<file path="src/rtl/vga_mix_pkg.sv">
// Shared types and helpers for the VGA layer mixer: pixel format, 50% blend,
// background top-layer code and the mixer latency for sideband alignment.
package vga_mix_pkg;

    localparam int RGB_W = 12;
    localparam int CH_W  = 4;
    localparam int N_CH  = RGB_W / CH_W;

    localparam logic [2:0] TOP_NONE    = 3'd7;
    localparam int         MIX_LATENCY = 2;

    typedef logic [RGB_W-1:0] rgb_t;

    // Per-channel (a+b)>>1; the extra bit keeps the carry so 15+15 gives 15.
    function automatic rgb_t rgb_avg(input rgb_t a, input rgb_t b);
        rgb_t          r;
        logic [CH_W:0] s;
        r = '0;
        for (int c = 0; c < N_CH; c++) begin
            s = {1'b0, a[c*CH_W +: CH_W]} + {1'b0, b[c*CH_W +: CH_W]};
            r[c*CH_W +: CH_W] = s[CH_W:1];
        end
        return r;
    endfunction

endpackage

</file>
<file path="src/rtl/vga_mix_resolve.sv">
// Combinational priority/blend resolver: paints layers from the lowest priority
// (highest index) up to layer 0 over the background colour.
module vga_mix_resolve
    import vga_mix_pkg::*;
#(
    parameter int                  N_LAYERS   = 4,
    parameter rgb_t                BG_RGB     = 12'h000,
    parameter logic [N_LAYERS-1:0] BLEND_MASK = '0
) (
    input  logic [N_LAYERS*RGB_W-1:0] rgb_i,
    input  logic [N_LAYERS-1:0]       valid_i,
    input  logic [N_LAYERS-1:0]       en_i,
    output rgb_t                      rgb_o,
    output logic [2:0]                top_o
);

    rgb_t       c;
    logic [2:0] top;

    always_comb begin
        c   = BG_RGB;
        top = TOP_NONE;
        for (int i = N_LAYERS - 1; i >= 0; i--) begin
            if (valid_i[i] && en_i[i]) begin
                if (BLEND_MASK[i]) begin
                    c = rgb_avg(rgb_i[i*RGB_W +: RGB_W], c);
                end else begin
                    c = rgb_i[i*RGB_W +: RGB_W];
                end
                top = 3'(i);
            end
        end
    end

    assign rgb_o = c;
    assign top_o = top;

endmodule

</file>
<file path="src/rtl/vga_layer_mixer.sv">
// N-layer priority compositor with a two-stage pipeline, frame-synchronous
// layer-enable shadow mask and a completed-frame counter.
module vga_layer_mixer #(
    parameter int                  N_LAYERS   = 4,
    parameter int                  RGB_W      = 12,
    parameter logic [RGB_W-1:0]    BG_RGB     = 12'h000,
    parameter logic [N_LAYERS-1:0] BLEND_MASK = '0
) (
    input  logic                      clk,
    input  logic                      rst,
    input  logic [10:0]               hcount_in,
    input  logic [10:0]               vcount_in,
    input  logic                      hsync_in,
    input  logic                      vsync_in,
    input  logic                      hblnk_in,
    input  logic                      vblnk_in,
    input  logic [N_LAYERS*RGB_W-1:0] layer_rgb_in,
    input  logic [N_LAYERS-1:0]       layer_valid_in,
    input  logic [N_LAYERS-1:0]       layer_en_req,
    input  logic                      layer_en_wr,
    output logic [N_LAYERS-1:0]       layer_en_active,
    output logic [10:0]               hcount_out,
    output logic [10:0]               vcount_out,
    output logic                      hsync_out,
    output logic                      vsync_out,
    output logic                      hblnk_out,
    output logic                      vblnk_out,
    output logic [RGB_W-1:0]          rgb_out,
    output logic [2:0]                top_layer,
    output logic [15:0]               frame_cnt
);
    import vga_mix_pkg::*;

    logic [10:0]               hcount_s1_q, vcount_s1_q;
    logic                      hsync_s1_q, vsync_s1_q, hblnk_s1_q, vblnk_s1_q;
    logic [N_LAYERS*RGB_W-1:0] rgb_s1_q;
    logic [N_LAYERS-1:0]       valid_s1_q, en_s1_q;

    logic [10:0]               hcount_s2_q, vcount_s2_q;
    logic                      hsync_s2_q, vsync_s2_q, hblnk_s2_q, vblnk_s2_q;
    logic [RGB_W-1:0]          rgb_s2_q;
    logic [2:0]                top_s2_q;

    logic [N_LAYERS-1:0]       en_active_q, en_active_d;
    logic [N_LAYERS-1:0]       pend_mask_q, pend_mask_d;
    logic                      pend_flag_q, pend_flag_d;
    logic [15:0]               frame_cnt_q, frame_cnt_d;

    logic                      frame_edge;
    logic [RGB_W-1:0]          res_rgb;
    logic [2:0]                res_top;

    assign frame_edge = vblnk_in & ~vblnk_s1_q;

    // A write landing on the frame edge bypasses the pending slot.
    always_comb begin
        en_active_d = en_active_q;
        pend_mask_d = pend_mask_q;
        pend_flag_d = pend_flag_q;
        frame_cnt_d = frame_cnt_q;
        if (frame_edge) begin
            frame_cnt_d = frame_cnt_q + 16'd1;
            pend_flag_d = 1'b0;
            if (layer_en_wr) begin
                en_active_d = layer_en_req;
            end else if (pend_flag_q) begin
                en_active_d = pend_mask_q;
            end
        end else if (layer_en_wr) begin
            pend_mask_d = layer_en_req;
            pend_flag_d = 1'b1;
        end
    end

    vga_mix_resolve #(
        .N_LAYERS   (N_LAYERS),
        .BG_RGB     (BG_RGB),
        .BLEND_MASK (BLEND_MASK)
    ) u_resolve (
        .rgb_i   (rgb_s1_q),
        .valid_i (valid_s1_q),
        .en_i    (en_s1_q),
        .rgb_o   (res_rgb),
        .top_o   (res_top)
    );

    always_ff @(posedge clk) begin
        if (rst) begin
            hcount_s1_q <= '0;
            vcount_s1_q <= '0;
            hsync_s1_q  <= 1'b0;
            vsync_s1_q  <= 1'b0;
            hblnk_s1_q  <= 1'b0;
            vblnk_s1_q  <= 1'b0;
            rgb_s1_q    <= '0;
            valid_s1_q  <= '0;
            en_s1_q     <= '1;
            hcount_s2_q <= '0;
            vcount_s2_q <= '0;
            hsync_s2_q  <= 1'b0;
            vsync_s2_q  <= 1'b0;
            hblnk_s2_q  <= 1'b0;
            vblnk_s2_q  <= 1'b0;
            rgb_s2_q    <= '0;
            top_s2_q    <= TOP_NONE;
            en_active_q <= '1;
            pend_mask_q <= '0;
            pend_flag_q <= 1'b0;
            frame_cnt_q <= '0;
        end else begin
            hcount_s1_q <= hcount_in;
            vcount_s1_q <= vcount_in;
            hsync_s1_q  <= hsync_in;
            vsync_s1_q  <= vsync_in;
            hblnk_s1_q  <= hblnk_in;
            vblnk_s1_q  <= vblnk_in;
            rgb_s1_q    <= layer_rgb_in;
            valid_s1_q  <= layer_valid_in;
            en_s1_q     <= en_active_q;
            hcount_s2_q <= hcount_s1_q;
            vcount_s2_q <= vcount_s1_q;
            hsync_s2_q  <= hsync_s1_q;
            vsync_s2_q  <= vsync_s1_q;
            hblnk_s2_q  <= hblnk_s1_q;
            vblnk_s2_q  <= vblnk_s1_q;
            rgb_s2_q    <= (hblnk_s1_q || vblnk_s1_q) ? '0 : res_rgb;
            top_s2_q    <= res_top;
            en_active_q <= en_active_d;
            pend_mask_q <= pend_mask_d;
            pend_flag_q <= pend_flag_d;
            frame_cnt_q <= frame_cnt_d;
        end
    end

    assign hcount_out      = hcount_s2_q;
    assign vcount_out      = vcount_s2_q;
    assign hsync_out       = hsync_s2_q;
    assign vsync_out       = vsync_s2_q;
    assign hblnk_out       = hblnk_s2_q;
    assign vblnk_out       = vblnk_s2_q;
    assign rgb_out         = rgb_s2_q;
    assign top_layer       = top_s2_q;
    assign frame_cnt       = frame_cnt_q;
    assign layer_en_active = en_active_q;

endmodule

</file>
<file path="config.mk">
export PLATFORM = sky130hd
export DESIGN_NAME = vga_layer_mixer
export DESIGN_NICKNAME = d
export VERILOG_FILES = /design/src/rtl/vga_mix_pkg.sv /design/src/rtl/vga_mix_resolve.sv /design/src/rtl/vga_layer_mixer.sv
export SDC_FILE = /design/constraint.sdc
export NUM_CORES = 1
export LEC_CHECK = 0
export CAP_MARGIN = 20
export CORE_MARGIN = 2
export CORE_UTILIZATION = 46
export DETAILED_ROUTE_END_ITERATION = 10
export GPL_ROUTABILITY_DRIVEN = 0
export PLACE_DENSITY = 0.79
export SLEW_MARGIN = 25
export SYNTH_ARGS = -nofsm -noshare
export SYNTH_HDL_FRONTEND = slang
export SYNTH_SLANG_ARGS = --single-unit
</file>
<file path="constraint.sdc">
create_clock -name clk -period 1.6 [get_ports clk]
set_input_delay 0.24 -clock clk [delete_from_list [all_inputs] [get_ports clk]]
set_output_delay 0.24 -clock clk [all_outputs]
set_load 0.02 [all_outputs]
</file>
==> impl_metrics.toml, run 1 <==
[routing]
drc = 0
drtIter0Drc = 141
vias = 3622
vias_per_cell = 4.849
firstDrtPassIters = 4
wirelength_mm = 10.59
wire_per_inst_microns = 14.17
drtAntennaViolNets = 0

[clocking]
cts_tree = "done"
cts_sinks = 148
clkLatencyLatePin_ns = 0.51
clock-root-buffer = "clkbuf_8"
cts_made_buffers = 17
holdBufCountCts = 0
cts_max_path_buffers = 2
clkSlewWorstSetupHoldPaths_ns = 0.07
cts_max_level = 4
cts_setup_buffers = 0

[synth]
syn_nets = 536
synth_cell_types = 37
ys_seq_area_frac = 0.6171
ys_ff_latch = 148
syn-cell-area_sq_um = 4801
synthCells = 450
synth_edf_count = 0
ys_top_cells_by_area = "dfxtp_1 (62%), nor2b_1 (14%), mux2i_1 (1.9%)"
synth_flop_cell = "dfxtp_1"
ys_warn_count = 0
syn_avg_cell_area_sq_um = 10.67
ys_async_sr_fraction = 0
synth_top_area_share = 0.6171
synth_largest_area_cell = "dfxtp_1"

[critical_path]
crit_path_end_kind = "output port"
cpPeakStageDelay_ns = 0.44
worstPathArrival_ns = 1.30
worstPathCellList = "clkdlybuf4s15_1"
path_max_fanout = 6
critPathBufInv = 1
path_delay_family = "flip-flops"
critPathKind = "register to output port"
cpMaxStageDelayCell = "dfxtp_1"
worstPathRequired_ns = 1.36
start_kind = "register"

[placed_design]
port_buffers = 145
dpl_cell_area_sq_um = 6391
pre_cts_ws_ns = -0.1735
dpl.hpwl_mm = 7.268

[run_status]
status = "completed"

[sta]
setup_viol = 0
hold_ws_ns = 0.1435
worst_pin_slew_ns = 0.4589
fmax_mhz = 649.6
rsz0062_at_grt = "false"
relSlewSlack = 0.6940
layout_setup_ws_ns = 0.06050
slew_violations = 0
final_hold_viol_count = 0
period_needed_ns = 1.540
fin_crit_sh = 0.9622
skew_ns = 0.01128

[global_route]
grt_pass1_vias = 3648
grt_max_degree = 49
grt_util_all_layers = 0.1934
antenna_found_initial = 0
grt-ovfl-total = 0
grt_first_pass_wirelength_mm = 17.09

[floorplanning]
fp.dieW_microns = 106.2
dieArea_sq_um = 11270
start_util = 0.4692
pin_count = 146
core_sq_um = 10230
die-height_microns = 106.2
num_rows = 37

[finish]
drive_gt1_frac = 0.09493
nFillCells = 821
fin_nets = 684
finalCoreUtilization = 0.6719
multiInputGateArea_sq_um = 1717
design_area_sq_um = 6874
areaGrowthSynthToFinish_pct = 43.18
diodes = 0
ff_latch_area_sq_um = 2965

[min_path]
hold_class = "input port to register"

[power_and_ir_drop]
ir_drop_mv = 0.6437
power_leakage_nw = 2.936
power_density_nw_per_um2 = 1206

[flow_run]
cap_violations = 0
## cells by family after synthesis
group,synth area share
simple gates,0.2468
fa+ha+maj,0.002606
xor+xnor,0.02372
flops,0.6171
buf+inv,0.02580
compound gates,0.06516
mux,0.01877
## cells in the final DEF, fill, tap and decap left out, types with 5 or more instances in the layout
cell / count
dlygate4sd2_1: 58
a31oi_1: 12
nand3_1: 15
clkdlybuf4s50_1: 83
and3_1: 12
o21ai_0: 14
nor2b_1: 105
inv_6: 5
nor2_1: 24
dfxtp_1: 146
mux2i_1: 9
buf_4: 11
clkbuf_16: 16
nand2_1: 19
xor2_1: 10
nand4_1: 7
o21a_1: 12
## state kept, by name (all words and copies together) (netlist names), 3 cells and up
name,flops
rgb_out,12
top_layer,3
layer_en_active,4
valid_s1_q,4
hcount_out,11
vcount_out,11
hcount_s1_q,11
pend_mask_q,4
vcount_s1_q,11
en_s1_q,4
rgb_s1_q,48
frame_cnt,16
## worst paths after layout
path / end / cells after the start / start / slack [ns]
setup / recovery: frame_cnt[11] / 1 / frame_cnt[11]$_SDFFE_PP0P_ / 0.06
hold / removal: vcount_out[4]$_SDFF_PP0_ / 2 / rst / 0.14
setup reg to reg: frame_cnt[14]$_SDFFE_PP0P_ / 5 / frame_cnt[1]$_SDFFE_PP0P_ / 0.13
hold reg to reg: vcount_out[3]$_SDFF_PP0_ / 1 / vcount_s1_q[3]$_SDFF_PP0_ / 0.44
## metal layers
layer | vias to the layer above | global-route usage | wire length (microns)
met3 | 19 | 0.05947 | 616
li1 | 1780 | - | -
met1 | 1711 | 0.2279 | 4449
met2 | 112 | 0.3260 | 5290
met4 | 0 | 0.08177 | 232
met5 | - | 0 | 0
## per-stage QoR
step                total power, mW  cells  TNS (ns)
floorplan                     4.341    450         0
detailed placement            4.744    715    -1.304
global route                  8.629    747         0
global placement              4.727    715   -0.7820
finish                        8.291    747         0
CTS                           8.373    747         0
## synthesized netlist by cell type, types with 2 or more instances
cell and count:
a21oi_1 2, clkbuf_1 23, and3_1 12, or3_1 2, nand3_1 15, dfxtp_1 148, a21o_1 2, a31oi_1 12
clkbuf_8 2, nand4_1 7, nor2_1 24, xor2_1 10, a211o_1 4, nor3_1 3, nand2_1 20, and2_1 2
nor2b_1 105, o21ai_0 14, o21a_1 12, xnor2_1 3, mux2i_1 9, or2_2 4
## report_power, final
part	internal, mW	switching (mW)
combinational	0.386	0.313
clock	1.98	1.69
sequential	3.86	0.0641
total	6.23	2.06
## layout make-up
class	instances	area share
flip-flops and latches	148	0.4314
multi-input cells	275	0.2497
clock buffers	17	0.06025
repair buffers	156	0.2133
clock inverters	15	0.02057
well taps	136	0.02475
## repair_timing
action,in CTS,in global routing
endpoints found under the setup margin,61,16
gates resized for setup,62,6
endpoints found under the hold margin,0,0
## worst register-to-register path, delay by kind of cell (launching register included)
| family | cells | cell delay, ns |
|---|---|---|
| AND/OR/NAND/NOR | 3 | 0.55 |
| flip-flops | 1 | 0.42 |
| adder cells (fa/ha/maj) | 1 | 0.23 |
| XOR/XNOR | 1 | 0.16 |
No activity file was read; power rests on OpenSTA's default activity.
==> run 2: changes to the inputs <==
Settings changed: CORE_MARGIN 2 to 4, SETUP_SLACK_MARGIN from default to 0.3.
==> impl_metrics.toml, run 2 (synthesized netlist as in run 1, its figures left out) <==
[clocking]
clkSlewWorstSetupHoldPaths_ns = 0.06
holdBufCountCts = 0
cts_tree = "done"
cts_max_path_buffers = 2
cts_made_buffers = 17
cts_sinks = 148
clkLatencyLatePin_ns = 0.50
cts_max_level = 4
clock-root-buffer = "clkbuf_8"

[routing]
drtAntennaViolNets = 0
drc = 0
vias_per_cell = 4.791
drtIter0Drc = 179
wire_per_inst_microns = 14.62
vias = 3646
firstDrtPassIters = 4
wirelength_mm = 11.13

[run_status]
status = "completed"

[critical_path]
worstPathArrival_ns = 1.76
path_max_fanout = 5
worstPathRequired_ns = 2.04
critPathKind = "register to register"
start_kind = "register"
crit_path_end_kind = "register"

[power_and_ir_drop]
ir_drop_mv = 0.7401
power_density_nw_per_um2 = 1220
power_leakage_nw = 2.921

[global_route]
grt_pass1_vias = 3614
grt_first_pass_wirelength_mm = 16.99
grt-ovfl-total = 0
antenna_found_initial = 0
grt_max_degree = 44
grt_util_all_layers = 0.1840

[finish]
drive_gt1_frac = 0.2608
final_common_cell = "dfxtp_1"
regMostFlops = "rgb_s1_q"
multiInputGateArea_sq_um = 1774
nFillCells = 802
fin_nets = 698
design_area_sq_um = 6952
diodes = 0
ff_latch_area_sq_um = 3014
final_cell_mix = "dfxtp_1 (125), nor2b_1 (105), clkdlybuf4s50_1 (83)"
areaGrowthSynthToFinish_pct = 44.80
largest_reg_flops = 48

[sta]
fin_crit_sh = 0.8279
period_needed_ns = 1.325
slew_violations = 0
rsz0062_at_grt = "true"
worst_pin_slew_ns = 0.4628
hold_ws_ns = 0.1734
relSlewSlack = 0.6915
fmax_mhz = 754.9
final_hold_viol_count = 0
skew_ns = 0.005521
setup_viol = 0

[flow_run]
cap_violations = 0

[min_path]
hold_class = "input port to register"

[floorplanning]
start_util = 0.4692
num_rows = 37
fp.dieW_microns = 110.2
die-height_microns = 110.2
dieArea_sq_um = 12140
pin_count = 146
core_sq_um = 10230

[placed_design]
port_buffers = 145
dpl.hpwl_mm = 7.643
dpl_cell_area_sq_um = 6421
## run 2: cell count changes in the layout (fill, tap and decap cells not counted), sizes merged
cell | previous run | this run
bufinv | 0 | 2
buf | 12 | 87
dlygate4sd2 | 58 | 0
clkbuf | 18 | 20
clkdlybuf4s15 | 2 | 0
inv | 9 | 5
clkinvlp | 3 | 2
## run 2: through the flow
stage               setup WS [ns]    util  power, mW  instances  setup TNS, ns
floorplan                  0.3223       -      4.335        450              0
global placement          -0.1199  0.6276      4.716        714        -0.8577
detailed placement        -0.1942  0.6276      4.736        714         -1.244
CTS                        0.2425  0.6658      8.562        751              0
global route               0.2206  0.6795      8.799        761              0
finish                     0.2753  0.6795      8.481        761              0
## run 2: power by group
part | internal, mW | switching [mW]
Combinational | 0.391 | 0.318
Clock | 2.33 | 1.52
Sequential | 3.85 | 0.0684
## run 2: metal layers
| layer | track usage | wire, microns | part of all wire | up-vias |
|---|---|---|---|---|
| li1 | - | - | - | 1801 |
| met1 | 0.2114 | 4547 | 0.41 | 1725 |
| met2 | 0.3215 | 5772 | 0.52 | 107 |
| met3 | 0.05824 | 638 | 0.057 | 13 |
| met4 | 0.06596 | 168 | 0.015 | 0 |
| met5 | 0 | 0 | 0 | - |
## run 2: critical path, stage by stage, from the launching register on
cell	delay (ns)
dfxtp_4	0.36
and4b_4	0.34
nand4_4	0.08
or3_1	0.33
a21oi_2	0.15
## run 2: final timing paths
| kind | cells past startpoint | slack, ns | to | startpoint |
|---|---|---|---|---|
| setup / recovery | 4 | 0.28 | frame_cnt[13]$_SDFFE_PP0P_ | vblnk_s1_q$_SDFF_PP0_ |
| hold / removal | 2 | 0.17 | frame_cnt[4]$_SDFFE_PP0P_ | rst |
| setup reg to reg | 4 | 0.28 | frame_cnt[13]$_SDFFE_PP0P_ | vblnk_s1_q$_SDFF_PP0_ |
| hold reg to reg | 1 | 0.43 | hcount_out[9]$_SDFF_PP0_ | hcount_s1_q[9]$_SDFF_PP0_ |
## run 2: final cells by class
cell class / count / share of cell area
multi-input cells: 275 / 0.2552
flip-flops and latches: 148 / 0.4336
well taps: 136 / 0.02448
clock inverters: 12 / 0.02052
repair buffers: 170 / 0.2021
clock buffers: 20 / 0.06407
## run 2: repair_timing
action | CTS | global route
endpoints found under the hold margin | 0 | 0
pin swaps | 3 | 6
buffers inserted | 5 | 10
gates resized for setup | 277 | 20
endpoints found under the setup margin | 85 | 37
